--- config.mk ---
export PLATFORM = sky130hd
export DESIGN_NAME = regfile_requester_flat
export DESIGN_NICKNAME = d
export VERILOG_FILES = /design/src/rtl/regfile_pkg.sv /design/src/rtl/regfile_requester_if.sv /design/src/rtl/regfile_requester.sv /design/src/flat_wrapper.sv
export SDC_FILE = /design/constraint.sdc
export NUM_CORES = 1
export LEC_CHECK = 0
export CAP_MARGIN = 5
export CORE_ASPECT_RATIO = 0.8
export CORE_MARGIN = 5
export CORE_UTILIZATION = 25
export DETAILED_ROUTE_END_ITERATION = 8
export GPL_TIMING_DRIVEN = 0
export SLEW_MARGIN = 20
export SYNTH_ARGS = -nofsm -noshare
export SYNTH_HDL_FRONTEND = slang
export SYNTH_SLANG_ARGS = --single-unit
--- constraint.sdc ---
create_clock -name clk -period 3.1 [get_ports clk]
set_clock_uncertainty 0.1 [all_clocks]
set_input_delay 0.465 -clock clk [delete_from_list [all_inputs] [get_ports clk]]
set_output_delay 0.465 -clock clk [all_outputs]
set_load 0.02 [all_outputs]
--- src/rtl/regfile_pkg.sv ---
// regfile_pkg: shared widths, valid-bit indices and requester FSM encoding for the register-file port
package regfile_pkg;
  localparam int ADDR_W = 5;
  localparam int DATA_W = 8;
  localparam int VB_WR  = 2;
  localparam int VB_RD1 = 1;
  localparam int VB_RD2 = 0;
  typedef enum logic [1:0] {IDLE, ISSUE, CAPTURE, RESP} state_e;
endpackage

--- src/rtl/regfile_requester_if.sv ---
// regfile_requester_if: upstream command/response handshake between sequencer (master) and requester (slave)
interface regfile_requester_if;
  import regfile_pkg::*;
  logic              cmd_valid;
  logic              cmd_ready;
  logic [2:0]        cmd_en;
  logic [ADDR_W-1:0] cmd_raddr1;
  logic [ADDR_W-1:0] cmd_raddr2;
  logic [ADDR_W-1:0] cmd_waddr;
  logic [DATA_W-1:0] cmd_wdata;
  logic              rsp_valid;
  logic              rsp_ready;
  logic [DATA_W-1:0] rsp_data1;
  logic [DATA_W-1:0] rsp_data2;
  modport master (
    output cmd_valid, cmd_en, cmd_raddr1, cmd_raddr2, cmd_waddr, cmd_wdata, rsp_ready,
    input  cmd_ready, rsp_valid, rsp_data1, rsp_data2
  );
  modport slave (
    input  cmd_valid, cmd_en, cmd_raddr1, cmd_raddr2, cmd_waddr, cmd_wdata, rsp_ready,
    output cmd_ready, rsp_valid, rsp_data1, rsp_data2
  );
endinterface

--- src/rtl/regfile_requester.sv ---
// regfile_requester: issues one command per handshake to the register file and returns read data
module regfile_requester
  import regfile_pkg::*;
#(
  parameter int CNT_W = 16
) (
  input  logic              clk,
  input  logic              reset,
  regfile_requester_if.slave up,
  output logic [2:0]        rf_valid,
  output logic [ADDR_W-1:0] rf_read_addr_1,
  output logic [ADDR_W-1:0] rf_read_addr_2,
  output logic [ADDR_W-1:0] rf_write_addr,
  output logic [DATA_W-1:0] rf_write_data,
  input  logic [DATA_W-1:0] rf_read_1,
  input  logic [DATA_W-1:0] rf_read_2,
  output logic [CNT_W-1:0]  ops_issued
);
  state_e            state_q;
  logic              cmd_ready_q;
  logic              rsp_valid_q;
  logic [DATA_W-1:0] rsp_data1_q;
  logic [DATA_W-1:0] rsp_data2_q;
  logic [2:0]        en_q;
  logic [2:0]        rf_valid_q;
  logic [ADDR_W-1:0] ra1_q;
  logic [ADDR_W-1:0] ra2_q;
  logic [ADDR_W-1:0] wa_q;
  logic [DATA_W-1:0] wd_q;
  logic [CNT_W-1:0]  ops_q;
  // rf_* are loaded at accept so they are already valid for the whole ISSUE cycle
  always_ff @(posedge clk) begin
    if (reset) begin
      state_q     <= IDLE;
      cmd_ready_q <= 1'b1;
      rsp_valid_q <= 1'b0;
      rsp_data1_q <= '0;
      rsp_data2_q <= '0;
      en_q        <= '0;
      rf_valid_q  <= '0;
      ra1_q       <= '0;
      ra2_q       <= '0;
      wa_q        <= '0;
      wd_q        <= '0;
      ops_q       <= '0;
    end else begin
      case (state_q)
        IDLE: if (up.cmd_valid && up.cmd_en != 3'b000) begin
          en_q        <= up.cmd_en;
          rf_valid_q  <= up.cmd_en;
          ra1_q       <= up.cmd_raddr1;
          ra2_q       <= up.cmd_raddr2;
          wa_q        <= up.cmd_waddr;
          wd_q        <= up.cmd_wdata;
          cmd_ready_q <= 1'b0;
          state_q     <= ISSUE;
        end
        ISSUE: begin
          rf_valid_q <= '0;
          ops_q      <= (&ops_q) ? ops_q : ops_q + 1'b1;
          if (en_q[VB_RD1] || en_q[VB_RD2]) begin
            state_q <= CAPTURE;
          end else begin
            cmd_ready_q <= 1'b1;
            state_q     <= IDLE;
          end
        end
        CAPTURE: begin
          rsp_data1_q <= en_q[VB_RD1] ? rf_read_1 : '0;
          rsp_data2_q <= en_q[VB_RD2] ? rf_read_2 : '0;
          rsp_valid_q <= 1'b1;
          state_q     <= RESP;
        end
        RESP: if (up.rsp_ready) begin
          rsp_valid_q <= 1'b0;
          cmd_ready_q <= 1'b1;
          state_q     <= IDLE;
        end
        default: state_q <= IDLE;
      endcase
    end
  end
  assign up.cmd_ready    = cmd_ready_q;
  assign up.rsp_valid    = rsp_valid_q;
  assign up.rsp_data1    = rsp_data1_q;
  assign up.rsp_data2    = rsp_data2_q;
  assign rf_valid        = rf_valid_q;
  assign rf_read_addr_1  = ra1_q;
  assign rf_read_addr_2  = ra2_q;
  assign rf_write_addr   = wa_q;
  assign rf_write_data   = wd_q;
  assign ops_issued      = ops_q;
endmodule
--- src/flat_wrapper.sv ---
// flat-port wrapper written by rule: the top's interface ports become plain ports
module regfile_requester_flat import regfile_pkg::*;
#(
  parameter int CNT_W = 16
)
  (clk, reset, rf_valid, rf_read_addr_1, rf_read_addr_2, rf_write_addr, rf_write_data, rf_read_1, rf_read_2, ops_issued, up_cmd_valid, up_cmd_en, up_cmd_raddr1, up_cmd_raddr2, up_cmd_waddr, up_cmd_wdata, up_rsp_ready, up_cmd_ready, up_rsp_valid, up_rsp_data1, up_rsp_data2);
  regfile_requester_if up_i ();
  input  logic clk;
  input  logic reset;
  output logic [2:0] rf_valid;
  output logic [ADDR_W-1:0] rf_read_addr_1;
  output logic [ADDR_W-1:0] rf_read_addr_2;
  output logic [ADDR_W-1:0] rf_write_addr;
  output logic [DATA_W-1:0] rf_write_data;
  input  logic [DATA_W-1:0] rf_read_1;
  input  logic [DATA_W-1:0] rf_read_2;
  output logic [CNT_W-1:0] ops_issued;
  input wire logic [$bits(up_i.cmd_valid)-1:0] up_cmd_valid;
  input wire logic [$bits(up_i.cmd_en)-1:0] up_cmd_en;
  input wire logic [$bits(up_i.cmd_raddr1)-1:0] up_cmd_raddr1;
  input wire logic [$bits(up_i.cmd_raddr2)-1:0] up_cmd_raddr2;
  input wire logic [$bits(up_i.cmd_waddr)-1:0] up_cmd_waddr;
  input wire logic [$bits(up_i.cmd_wdata)-1:0] up_cmd_wdata;
  input wire logic [$bits(up_i.rsp_ready)-1:0] up_rsp_ready;
  output wire logic [$bits(up_i.cmd_ready)-1:0] up_cmd_ready;
  output wire logic [$bits(up_i.rsp_valid)-1:0] up_rsp_valid;
  output wire logic [$bits(up_i.rsp_data1)-1:0] up_rsp_data1;
  output wire logic [$bits(up_i.rsp_data2)-1:0] up_rsp_data2;
  assign up_i.cmd_valid = up_cmd_valid;
  assign up_i.cmd_en = up_cmd_en;
  assign up_i.cmd_raddr1 = up_cmd_raddr1;
  assign up_i.cmd_raddr2 = up_cmd_raddr2;
  assign up_i.cmd_waddr = up_cmd_waddr;
  assign up_i.cmd_wdata = up_cmd_wdata;
  assign up_i.rsp_ready = up_rsp_ready;
  assign up_cmd_ready = up_i.cmd_ready;
  assign up_rsp_valid = up_i.rsp_valid;
  assign up_rsp_data1 = up_i.rsp_data1;
  assign up_rsp_data2 = up_i.rsp_data2;
  regfile_requester #(.CNT_W(CNT_W)) u_core (.clk(clk), .reset(reset), .up(up_i), .rf_valid(rf_valid), .rf_read_addr_1(rf_read_addr_1), .rf_read_addr_2(rf_read_addr_2), .rf_write_addr(rf_write_addr), .rf_write_data(rf_write_data), .rf_read_1(rf_read_1), .rf_read_2(rf_read_2), .ops_issued(ops_issued));
endmodule
==> results of run 1 <==
through the flow:
step | util [%] | instance area (um2) | worst slack, ns | instances
5_1_grt | 40.8 | 4160 | 0.688 | 573
3_3_place_gp | 37.5 | 3820 | 0.537 | 557
4_1_cts | 40.8 | 4160 | 0.835 | 573
2_1_floorplan | - | 2600 | 1.22 | 312
6_report | 40.8 | 4160 | 0.857 | 573
3_5_place_dp | 37.5 | 3820 | 0.495 | 557
power by group through the flow:
stage	clock (mW)	sequential, mW	combinational [mW]
final	1.12	0.870	0.264
after global routing	1.19	0.874	0.288
after CTS	1.15	0.870	0.268
after detailed placement	0	0.888	0.266
after global placement	0	0.886	0.264
after floorplan	0	0.919	0.0882
how the worst max path moves through the flow:
stage                          endpoint                 start  cells after the start  slack [ns]
4_1_cts        u_core.rf_read_addr_1[0]          up_cmd_en[1]                      6        0.83
2_1_floorplan     u_core.ops_issued[13]  u_core.ops_issued[5]                      4        1.22
5_1_grt         u_core.rf_write_data[3]          up_cmd_en[2]                      6        0.69
3_3_place_gp       u_core.ops_issued[7]                 reset                      6        0.54
3_5_place_dp   u_core.rf_read_addr_1[0]          up_cmd_en[1]                      6        0.49
6_report       u_core.rf_read_addr_1[0]          up_cmd_en[1]                      6        0.86
sequential cells by signal, summed over array words and instances (netlist names), named ones only:
name / flops
u_core.rf_read_addr_1: 5
u_core.up.rsp_valid: 1
u_core.en_q: 2
u_core.up.rsp_data2: 8
u_core.up.rsp_data1: 8
u_core.ops_issued: 16
u_core.up.cmd_ready: 1
u_core.rf_read_addr_2: 5
u_core.rf_valid: 3
u_core.state_q: 1
u_core.rf_write_addr: 5
u_core.rf_write_data: 8
synth_stat cells, drive strengths merged, types with 2 or more instances:
master  number
nand4        4
a21oi       55
clkbuf      12
o31ai        6
nor4         5
a211oi       2
nor4b        2
nor3         4
or3          3
or4          4
nor2         9
mux2         4
mux2i        2
dfxtp       64
or2          2
nor2b        5
nand2       75
buf          9
o21ai        4
inv          4
nand3       24
o41ai        2
kinds of logic after synthesis:
logic type               share of synthesized area, %
XOR/XNOR                                        0.337
AND/OR/NAND/NOR                                  27.2
adder cells (fa/ha/maj)                         0.482
flip-flops                                       49.3
buffers and inverters                            4.58
multiplexers                                     2.50
AO/OA/AOI/OAI                                    15.6
critical path, cell delays in order:
cell             delay [ns]
clkdlybuf4s50_1        0.48
nor3_1                 0.10
nor4b_2                0.77
buf_2                  0.36
nand2_1                0.09
a21oi_1                0.13
layout make-up:
cell class              count  area share [%]
repair buffers            105            25.3
inverters                   4           0.361
plain buffers              21            2.50
clock inverters             2            1.44
well taps                 140            4.21
multi-input cells         223            28.8
flip-flops and latches     64            30.8
clock buffers              14            6.59
metal layers:
layer	vias up	GRT usage [%]	wire, um
li1	1319	-	-
met1	1192	16.7	3650
met2	78	19.0	3400
met3	11	6.53	756
met4	0	4.55	132
met5	-	0	0
==> results_dict.tcl, run 1 <==
set metrics [dict create \
    crit_required_ns 3.25 \
    worstHoldPathType "flop to flop" \
    cts_tree "yes" \
    whs_ns 0.354 \
    fin_crit_ns 2.24 \
    dp_hpwl_mm 5.99 \
    clock_path_buffers 2 \
    grt_pass1_vias 2598 \
    timing.rr.start "u_core.ops_issued[11]" \
    start_util_pct 25.5 \
    synth-seq-area-share_pct 49.3 \
    power_frac_seq_pct 38.7 \
    final.period_utilization_pct 72.4 \
    wl_per_cell_um 13.9 \
    ir_drop_mv 0.295 \
    synth_seq_cells 64 \
    synth_largest_area_cell "dfxtp_1" \
    diodes 0 \
    synth_area_um2 2600 \
    regArea_um2 1280 \
    grt_overflow 0 \
    grt_max_degree 11 \
    core-area_um2 10200 \
    fmax_mhz 446 \
    reg2reg_depth 4 \
    cellLeakagePower_nw 1.46 \
    whs_endpoint "u_core.up.rsp_data1[0]" \
    clock-root-buffer "clkbuf_16" \
    drt_pass1_iterations 4 \
    hold_buffers 0 \
    r2r-end "u_core.ops_issued[14]" \
    max_cap_violations 0 \
    die_width_um 124 \
    synth-async-reset-ratio_pct 0 \
    final_common_cell "clkdlybuf4s50_1" \
    synth_area_leaders "dfxtp_1 (49%), nand2_1 (11%), a21oi_1 (11%)" \
    grt_pass1_wl_mm 12.7 \
    worstSetupPathType "input port to flop" \
    tightest_slew_ns 0.909 \
    synth_edf_count 0 \
    drt_iter0_markers 115 \
    layout_common_cells "clkdlybuf4s50_1 (105), nand2_1 (75), dfxtp_1 (64)" \
    hold_viol_final 0 \
    post_cts_resized 0 \
    p_int_mw 1.75 \
    syn_inst 312 \
    postRouteAntennaNets 0 \
    combPwrFrac_pct 11.7 \
    rsz0062_at_grt "false" \
    clkLatencyLatePin_ns 0.33 \
    end_kind "flop" \
    numCtsBuffers 9 \
    r2r_slack_ns 1.07 \
    num_vias 2600 \
    clockPowerShare_pct 49.6 \
    holdPathStages 2 \
    portBuffers 105 \
    powerDensity_nw_per_um2 541 \
    worstPathArrival_ns 2.40 \
    clkTransAtPathRegs_ns 0.05 \
    antenna_found_initial 0 \
    area_delta_synth_final_pct 60.1 \
    drive_gt1_share_pct 8.08 \
    ys.flop_type "dfxtp_1" \
    switching_share_pct 22.0 \
    io_pins 106 \
    dieHeight_um 101 \
    fp.dieArea_um2 12500 \
    cts_max_level 3 \
    fill_cells 1081 \
    fin_nets 475 \
    drc_errors 0 \
    syn_nets 359 \
    multiInputGateArea_um2 1200 \
    outcome "finished clean" \
    place_congestion 0.738 \
    track_usage_pct 13.0 \
    p_sw_uw 496 \
    syn_avg_cell_area_um2 8.33 \
    synth_top_area_share_pct 49.3 \
    ys_warn_count 0 \
    synth.distinct_cells 39 \
    via_per_inst 4.54 \
    row_count 33 \
    hold_start "u_core.up.rsp_data1[0]" \
    worstSetupStartpointType "input port" \
    cts_setup_buffers 0 \
    setup-violations-final 0 \
    wl_mm 7.94 \
    slew-limit-headroom_pct 39.2 \
    fin_setup_tns_ns 0 \
    power_mw 2.25 \
    drv_slew 0 \
    path_max_fanout 10 \
    clock-sinks 64 \
]
Note: power is estimated with default switching activity, not from simulation.
==> inputs of run 2 (changes only) <==
==> constraint.sdc (replaced) <==
create_clock -name clk -period 1.85 [get_ports clk]
set_clock_uncertainty 0.1 [all_clocks]
set_input_delay 0.2775 -clock clk [delete_from_list [all_inputs] [get_ports clk]]
set_output_delay 0.2775 -clock clk [all_outputs]
set_load 0.02 [all_outputs]
==> run 2 against run 1 <==
Net effect:
- sequential share of layout area fell by 1.5 points
- core utilization grew 2.7 points
- critical path depth is the same
- routed wire length is 3.8% higher
- combinational power grew 83%
- die area unchanged
- final cell count increased by 3.0%
- via count up 2.2%
- power is 62% higher
- highest routed layer unchanged
==> results_dict.tcl, run 2 (synthesis gave the netlist of run 1 again) <==
set metrics [dict create \
    largest_reg_flops 16 \
    clock-root-buffer "clkbuf_16" \
    drv_slew 0 \
    wl_per_cell_um 14.0 \
    path_cells "buf_6, and2b_2, nand4_1, buf_4, nor4_2, mux2_2" \
    drc_errors 0 \
    crit_required_ns 1.96 \
    row_count 33 \
    slew-limit-headroom_pct 61.7 \
    place_congestion 0.790 \
    fmax_mhz 546 \
    grt_pass1_wl_mm 13.1 \
    die_width_um 124 \
    clkLatencyLatePin_ns 0.32 \
    power_mw 3.65 \
    path_max_fanout 10 \
    whs_ns 0.186 \
    dieHeight_um 101 \
    max_stage_delay_ns 0.36 \
    area_delta_synth_final_pct 70.5 \
    grt_pass1_vias 2674 \
    drt_iter0_markers 105 \
    track_usage_pct 13.2 \
    worstSetupPathType "flop to flop" \
    cpMaxStageDelayCell "mux2_2" \
    final_common_cell "clkdlybuf4s50_1" \
    layout_common_cells "clkdlybuf4s50_1 (101), nand2_1 (75), a21oi_1 (53)" \
    clock-sinks 64 \
    portBuffers 105 \
    ir_drop_mv 0.394 \
    io_pins 106 \
    regArea_um2 1300 \
    max_cap_violations 0 \
    use_met2_pct 20.6 \
    setup-violations-final 0 \
    end_kind "flop" \
    hold_viol_final 0 \
    fin_setup_tns_ns 0 \
    cts_max_level 3 \
    fin_nets 492 \
    drive_gt1_share_pct 18.2 \
    worstHoldPathType "input port to flop" \
    start_util_pct 25.5 \
    drt_pass1_iterations 4 \
    top_usage_layer "met2" \
    powerDensity_nw_per_um2 824 \
    clkTransAtPathRegs_ns 0.06 \
    numCtsBuffers 9 \
    tightest_slew_ns 0.574 \
    worstSetupStartpointType "flop" \
    postRouteAntennaNets 0 \
    fill_cells 1041 \
    num_vias 2657 \
    grt_max_degree 13 \
    antenna_found_initial 0 \
    grt_use_met1_pct 17.1 \
    rsz0062_at_grt "true" \
    cellLeakagePower_nw 1.62 \
    outcome "finished clean" \
    fin_crit_ns 1.83 \
    dp_hpwl_mm 5.85 \
    cts_tree "yes" \
    fp.dieArea_um2 12500 \
    diodes 0 \
    wl_mm 8.25 \
    via_per_inst 4.50 \
    clock_path_buffers 2 \
    multiInputGateArea_um2 1320 \
    final.period_utilization_pct 99.0 \
    core-area_um2 10200 \
    grt_overflow 0 \
    worstPathArrival_ns 1.94 \
    met3_usage_pct 5.97 \
    fin_util_pct 43.4 \
]
==> run 2: cell types whose count changed in the layout (fill, tap and decap cells not counted), moves of 3 or more <==
cell,previous run,this run
buf_6,2,5
clkbuf_2,0,4
buf_2,5,2
dfxtp_1,64,51
buf_4,1,18
clkbuf_1,14,8
clkdlybuf4s50_1,105,101
dfxtp_2,0,13
nor4_2,0,3
nor4_1,5,1
dlymetal6s2s_1,0,3
==> run 2: final cells by class <==
class                      instances  area share [%]
tap                              140            3.96
clock inverter                     6            1.53
clock buffer                      10            5.40
buffer                            21            2.88
inverter                           4           0.339
timing repair buffer             122            26.8
sequential                        64            29.3
multi-input combinational        223            29.8
==> run 2: through the flow <==
step           instance area [um2]  instances  setup slack [ns]
6_report                      4430        590            0.0178
5_1_grt                       4430        590           -0.0276
3_5_place_dp                  3830        557            -0.569
4_1_cts                       4280        578           -0.0576
2_1_floorplan                 2610        312           0.00155
3_3_place_gp                  3830        557            -0.549
==> run 2: path summary, 6_finish.rpt <==
path	start	end	slack [ns]	cells after the start
worst max-delay path	flop	u_core.ops_issued[10]	0.02	6
worst min-delay path	up_cmd_en[2]	u_core.rf_valid[2]	0.19	3
worst max register to register	flop	u_core.ops_issued[10]	0.02	6
worst min register to register	u_core.up.rsp_data1[2]	u_core.up.rsp_data1[2]	0.35	2
==> run 2: report_power, final <==
group          switching [mW]  internal [mW]  leakage, nW  total, mW
Sequential             0.0291           1.43        0.527       1.46
Clock                   0.624           1.08        0.145       1.71
Combinational           0.234          0.250        0.944      0.484
==> run 2: worst max-delay path: cells and delay by family (launching register included) <==
family        cells  cell delay, ns
simple gates      3            0.64
buf+inv           2            0.31
mux               1            0.36
flops             1            0.31
==> run 2: timing repair <==
action | in CTS | in global routing
setup endpoints to repair | 38 | 55
pin swaps | 3 | 8
gates resized for setup | 20 | 24
setup buffers | 5 | 12
hold buffers | 0 | 0
==> run 2: routing by layer <==
layer | share of wire, % | vias to the layer above
met2 | 44 | 82
li1 | - | 1359
met5 | 0 | -
met1 | 47 | 1210
met4 | 0.51 | 0
met3 | 8.6 | 6
